**src/rtl/fetch_unit.sv**
```systemverilog
// Instruction fetch stage: requests one word at pc, holds it until decode consumes it,
// then advances pc sequentially or by a branch offset.
module fetch_unit #(
    parameter int                WIDTH    = 32,
    parameter logic [WIDTH-1:0]  RESET_PC = '0
) (
    input  logic             clk,
    input  logic             rst_n,
    output logic             imem_req,
    output logic [WIDTH-1:0] imem_addr,
    input  logic             imem_ack,
    input  logic [WIDTH-1:0] imem_rdata,
    output logic [WIDTH-1:0] instr,
    output logic             instr_valid,
    input  logic             instr_ready,
    input  logic             PCsrc,
    input  logic [WIDTH-1:0] ImmOp,
    output logic [WIDTH-1:0] pc,
    output logic [31:0]      retired
);

    localparam logic [1:0] S_REQ  = 2'd0;
    localparam logic [1:0] S_WAIT = 2'd1;
    localparam logic [1:0] S_HOLD = 2'd2;

    logic [1:0]       state;
    logic [WIDTH-1:0] next_pc_raw;
    logic [WIDTH-1:0] next_pc;
    logic             consume;

    // Outputs are gated by rst_n so nothing is requested or presented while reset is held.
    assign imem_req    = rst_n && ((state == S_REQ) || (state == S_WAIT));
    assign instr_valid = rst_n && (state == S_HOLD);
    assign imem_addr   = pc;
    assign consume     = instr_valid && instr_ready;

    assign next_pc_raw = PCsrc ? (pc + ImmOp) : (pc + WIDTH'(4));
    assign next_pc     = {next_pc_raw[WIDTH-1:2], 2'b00};

    // NOTE: every register here uses non-blocking assignment so all state updates
    // see the pre-edge values of each other, independent of statement order.
    always_ff @(posedge clk) begin
        if (!rst_n) begin
            state   <= S_REQ;
            pc      <= RESET_PC;
            instr   <= '0;
            retired <= '0;
        end else begin
            case (state)
                S_REQ, S_WAIT: begin
                    if (imem_ack) begin
                        instr <= imem_rdata;
                        state <= S_HOLD;
                    end else begin
                        state <= S_WAIT;
                    end
                end
                S_HOLD: begin
                    // Acks arriving here are stray and deliberately ignored.
                    if (consume) begin
                        pc      <= next_pc;
                        retired <= retired + 32'd1;
                        state   <= S_REQ;
                    end
                end
                default: state <= S_REQ;
            endcase
        end
    end

endmodule

```
**config.mk**
```make
export PLATFORM = sky130hd
export DESIGN_NAME = fetch_unit
export DESIGN_NICKNAME = d
export VERILOG_FILES = /design/src/rtl/fetch_unit.sv
export SDC_FILE = /design/constraint.sdc
export NUM_CORES = 1
export LEC_CHECK = 0
export BUFFER_PORTS_ARGS = -buffer_cell sky130_fd_sc_hd__buf_4
export CELL_PAD_IN_SITES_DETAIL_PLACEMENT = 0
export CELL_PAD_IN_SITES_GLOBAL_PLACEMENT = 2
export CORE_MARGIN = 3
export CORE_UTILIZATION = 28
export CTS_CLUSTER_DIAMETER = 200
export DETAILED_ROUTE_END_ITERATION = 16
export PLACE_DENSITY = 0.8
export SLEW_MARGIN = 10
export SYNTH_ARGS = -nofsm -noshare
export SYNTH_HDL_FRONTEND = slang
export SYNTH_SLANG_ARGS = --single-unit
```
**constraint.sdc**
```tcl
create_clock -name clk -period 3.9 [get_ports clk]
set_clock_uncertainty 0.2 [all_clocks]
set_input_delay 0.585 -clock clk [delete_from_list [all_inputs] [get_ports clk]]
set_output_delay 0.585 -clock clk [all_outputs]
set_load 0.05 [all_outputs]
```
==> flow_summary_export.csv <==
group,metric,value,unit
clock_network,cts_made_buffers,9,
global_routing,grt_pass1_vias,4999,
critical_path,start_kind,"input port",
detailed_routing,wl,16.7,mm
synthesis,synth_edf_count,0,
synthesis,syn-instance-count,745,
sta,hold_viol,0,
global_routing,grt_pass1_wl,26.1,mm
clock_network,cts_root_buf,"clkbuf_16",
global_routing,grt_max_degree,78,
final_layout,fin_util,37.4,%
synthesis,synth.cell_area,0.00589,mm²
sta,maxSlewViolCount,0,
clock_network,ctsResizeCount,0,
die,ios,199,
detailed_routing,drc,0,
critical_path,regToRegSetupSlack,1.12,ns
clock_network,clk_pin_slew_worst_paths,0.07,ns
placed_design,dp.cells,1144,
sta,timing.final.crit_period,3.03,ns
synthesis,seq_area_frac_synth,32.6,%
placed_design,dp_hpwl,12.6,mm
die,die_h,151,µm
global_routing,antenna_found_initial,0,
sta,fmax,330,MHz
sta,timing.hold.ws,0.206,ns
die,num_rows,52,
final_layout,ff_latch_area,0.00192,mm²
synthesis,ys_ff_latch,96,
clock_network,cts.sinks,96,
sta,period_share,77.7,%
min_path,hold_path.class,"in2reg",
power_and_ir_drop,power_leakage,3.36,nW
final_layout,post_layout_nonfiller_instances,1160,
global_routing,track_usage,14.2,%
die,fp.dieW,151,µm
synthesis,ys_types,53,
detailed_routing,via_per_inst,4.63,
power_and_ir_drop,fin_total_pwr,2.46,mW
sta,setup-tns-final,0,ns
detailed_routing,wl_per_cell,14.4,µm
detailed_routing,antenna_left,0,
final_layout,area_growth,29.8,%
clock_network,cts_tree,"built",
placed_design,portBuffers,192,
critical_path,end_kind,"register",
clock_network,clk_latency,0.35,ns
critical_path,cp.required,3.92,ns
critical_path,cp_max_fo,30,
power_and_ir_drop,p_per_area,322,mW/mm²
critical_path,rr_worst_depth,8,
sta,setup_viol,0,
final_layout,nets,985,
clock_network,clockBufferDepth,2,
final_layout,diodes,0,
power_and_ir_drop,ir_worst_vdd,0.216,mV
detailed_routing,firstDrtPassIters,6,
die,start_util,28.8,%
run_status,status,"finished, final reports clean",
flow_run,maxCapViolations,0,
clock_network,hold_buffers,0,
sta,relSlewSlack,50.0,%
detailed_routing,routed-via-count,5376,
sta,tightest_slew,0.750,ns
synthesis,yosys_warnings,0,
critical_path,critPathArrivalTime,3.05,ns
sta,rsz0062_at_grt,"no",
clock_network,post_cts_buffers,0,
final_layout,multi_input_area,0.00351,mm²
clock_network,ctsHtreeMaxLevel,3,
min_path,min_path_cells,2,
synthesis,postSynthAreaPerCell,7.91,µm²
global_routing,overflow,0,
synthesis,ys_async_sr_fraction,0,%
final_layout,fillers,2214,
synthesis,synthFlopType,"dfxtp_1",
die,fp.coreArea,0.0204,mm²
detailed_routing,drt-initial-drc-count,181,
placed_design,place.gp.congestion,0.755,
critical_path,criticalPathCategory,"in2reg",
die,die_area,0.0228,mm²
final_layout,drive_above_1_share,25.4,%
[cell type report]
cell class	instances	share of cell area, %
flip-flops and latches	96	25.1
repair buffers	200	19.6
well taps	270	4.42
clock buffers	9	2.95
inverters	16	0.786
multi-input cells	562	46.0
clock inverters	7	1.10
[state kept, by name (all words and copies together), names as in the netlist]
register	flops
retired	32
instr	32
imem_addr	30
state	2
[through the flow]
step	instance area [µm²]	setup slack [ns]
finish	7640	0.872
global route	7640	0.656
CTS	7640	0.829
detailed placement	7340	0.460
global placement	7340	0.450
floorplan	5900	0.798
[cell usage in the layout (no fill, tap or decap), drive strengths merged, types with 3 or more instances in the layout]
master | Yosys | final
a311oi | 3 | 3
nand2b | 9 | 9
nor3b | 4 | 4
or3 | 10 | 10
a211oi | 4 | 4
o21a | 5 | 5
nor2b | 10 | 10
a31oi | 4 | 4
nor3 | 10 | 10
mux2i | 7 | 7
nand3 | 49 | 49
ha | 30 | 30
conb | 1 | 4
o31ai | 5 | 5
o21ai | 52 | 52
xor2 | 17 | 17
nor2 | 29 | 29
and2 | 49 | 49
nand2 | 108 | 108
clkbuf | 36 | 9
o211ai | 5 | 5
inv | 16 | 20
a21o | 6 | 6
xnor2 | 26 | 26
and3 | 10 | 10
dfxtp | 96 | 96
a21boi | 39 | 39
nand4 | 11 | 11
buf | 38 | 200
a21oi | 35 | 35
[Yosys cell counts, types with 2 or more instances]
cell type	instances	area share, %
o21ai_0	50	4.2
and4_1	2	0.30
nor2_1	29	1.8
ha_1	30	6.4
nand4_1	11	1.2
buf_1	3	0.19
nor3_1	9	0.76
o211ai_1	5	0.64
mux2i_1	7	1.2
dfxtp_1	96	33
nor3b_1	4	0.51
a31oi_1	4	0.42
a21oi_1	35	3.0
o31ai_1	5	0.64
a211oi_1	4	0.51
nand2_1	108	6.9
and2_1	49	5.2
a21boi_0	39	5.0
clkbuf_1	36	2.3
nand2b_1	9	0.96
inv_1	16	1.0
nand3b_1	2	0.25
a311oi_1	3	0.45
xnor2_1	26	3.9
a21o_1	6	0.76
nor2b_1	9	0.96
nand3_1	49	4.2
a2111oi_0	2	0.30
or3_1	10	1.1
xor2_1	17	2.5
o21a_1	5	0.64
and3_1	10	1.1
buf_4	35	4.5
[power by group]
| part | leakage [nW] | internal, mW | switching, mW |
|---|---|---|---|
| logic | 2.43 | 0.170 | 0.311 |
| registers | 0.780 | 1.01 | 0.0242 |
| clock network | 0.149 | 0.511 | 0.435 |
| total | 3.36 | 1.69 | 0.769 |
[critical path, stage by stage]
cell,delay (ns)
buf_4,0.26
nand2b_1,0.10
ha_1,0.20
inv_1,0.07
fa_1,0.24
nor2b_4,0.06
o31a_4,0.30
o311a_4,0.32
o31a_1,0.34
o21ai_2,0.26
mux2i_1,0.23
o21ai_1,0.07
[path summary, 6_finish.rpt]
check,startpoint,to
setup / recovery,PCsrc,imem_addr[30]
hold / removal,imem_ack,state[0]
setup reg to reg,imem_addr[4],imem_addr[30]
hold reg to reg,instr[31],instr[31]
[routing by layer]
metal	up-vias	track usage, %	wire, µm
met5	-	0	0
met4	0	4.40	244
met3	15	2.69	1030
met2	137	23.2	7500
met1	2410	19.1	7920
li1	2814	-	-
[cells by family (layout without fill, tap and decap cells)]
kind of cell | Yosys count | count (layout) | synth area share, %
buffers and inverters | 90 | 232 | 7.96
AO/OA/AOI/OAI | 168 | 168 | 18.3
flip-flops | 96 | 96 | 32.6
XOR/XNOR | 43 | 43 | 6.39
multiplexers | 7 | 7 | 1.19
adder cells (fa/ha/maj) | 31 | 31 | 6.71
AND/OR/NAND/NOR | 309 | 309 | 26.8
other | 1 | 4 | 0.0636
(Power assumes the default switching activity.)
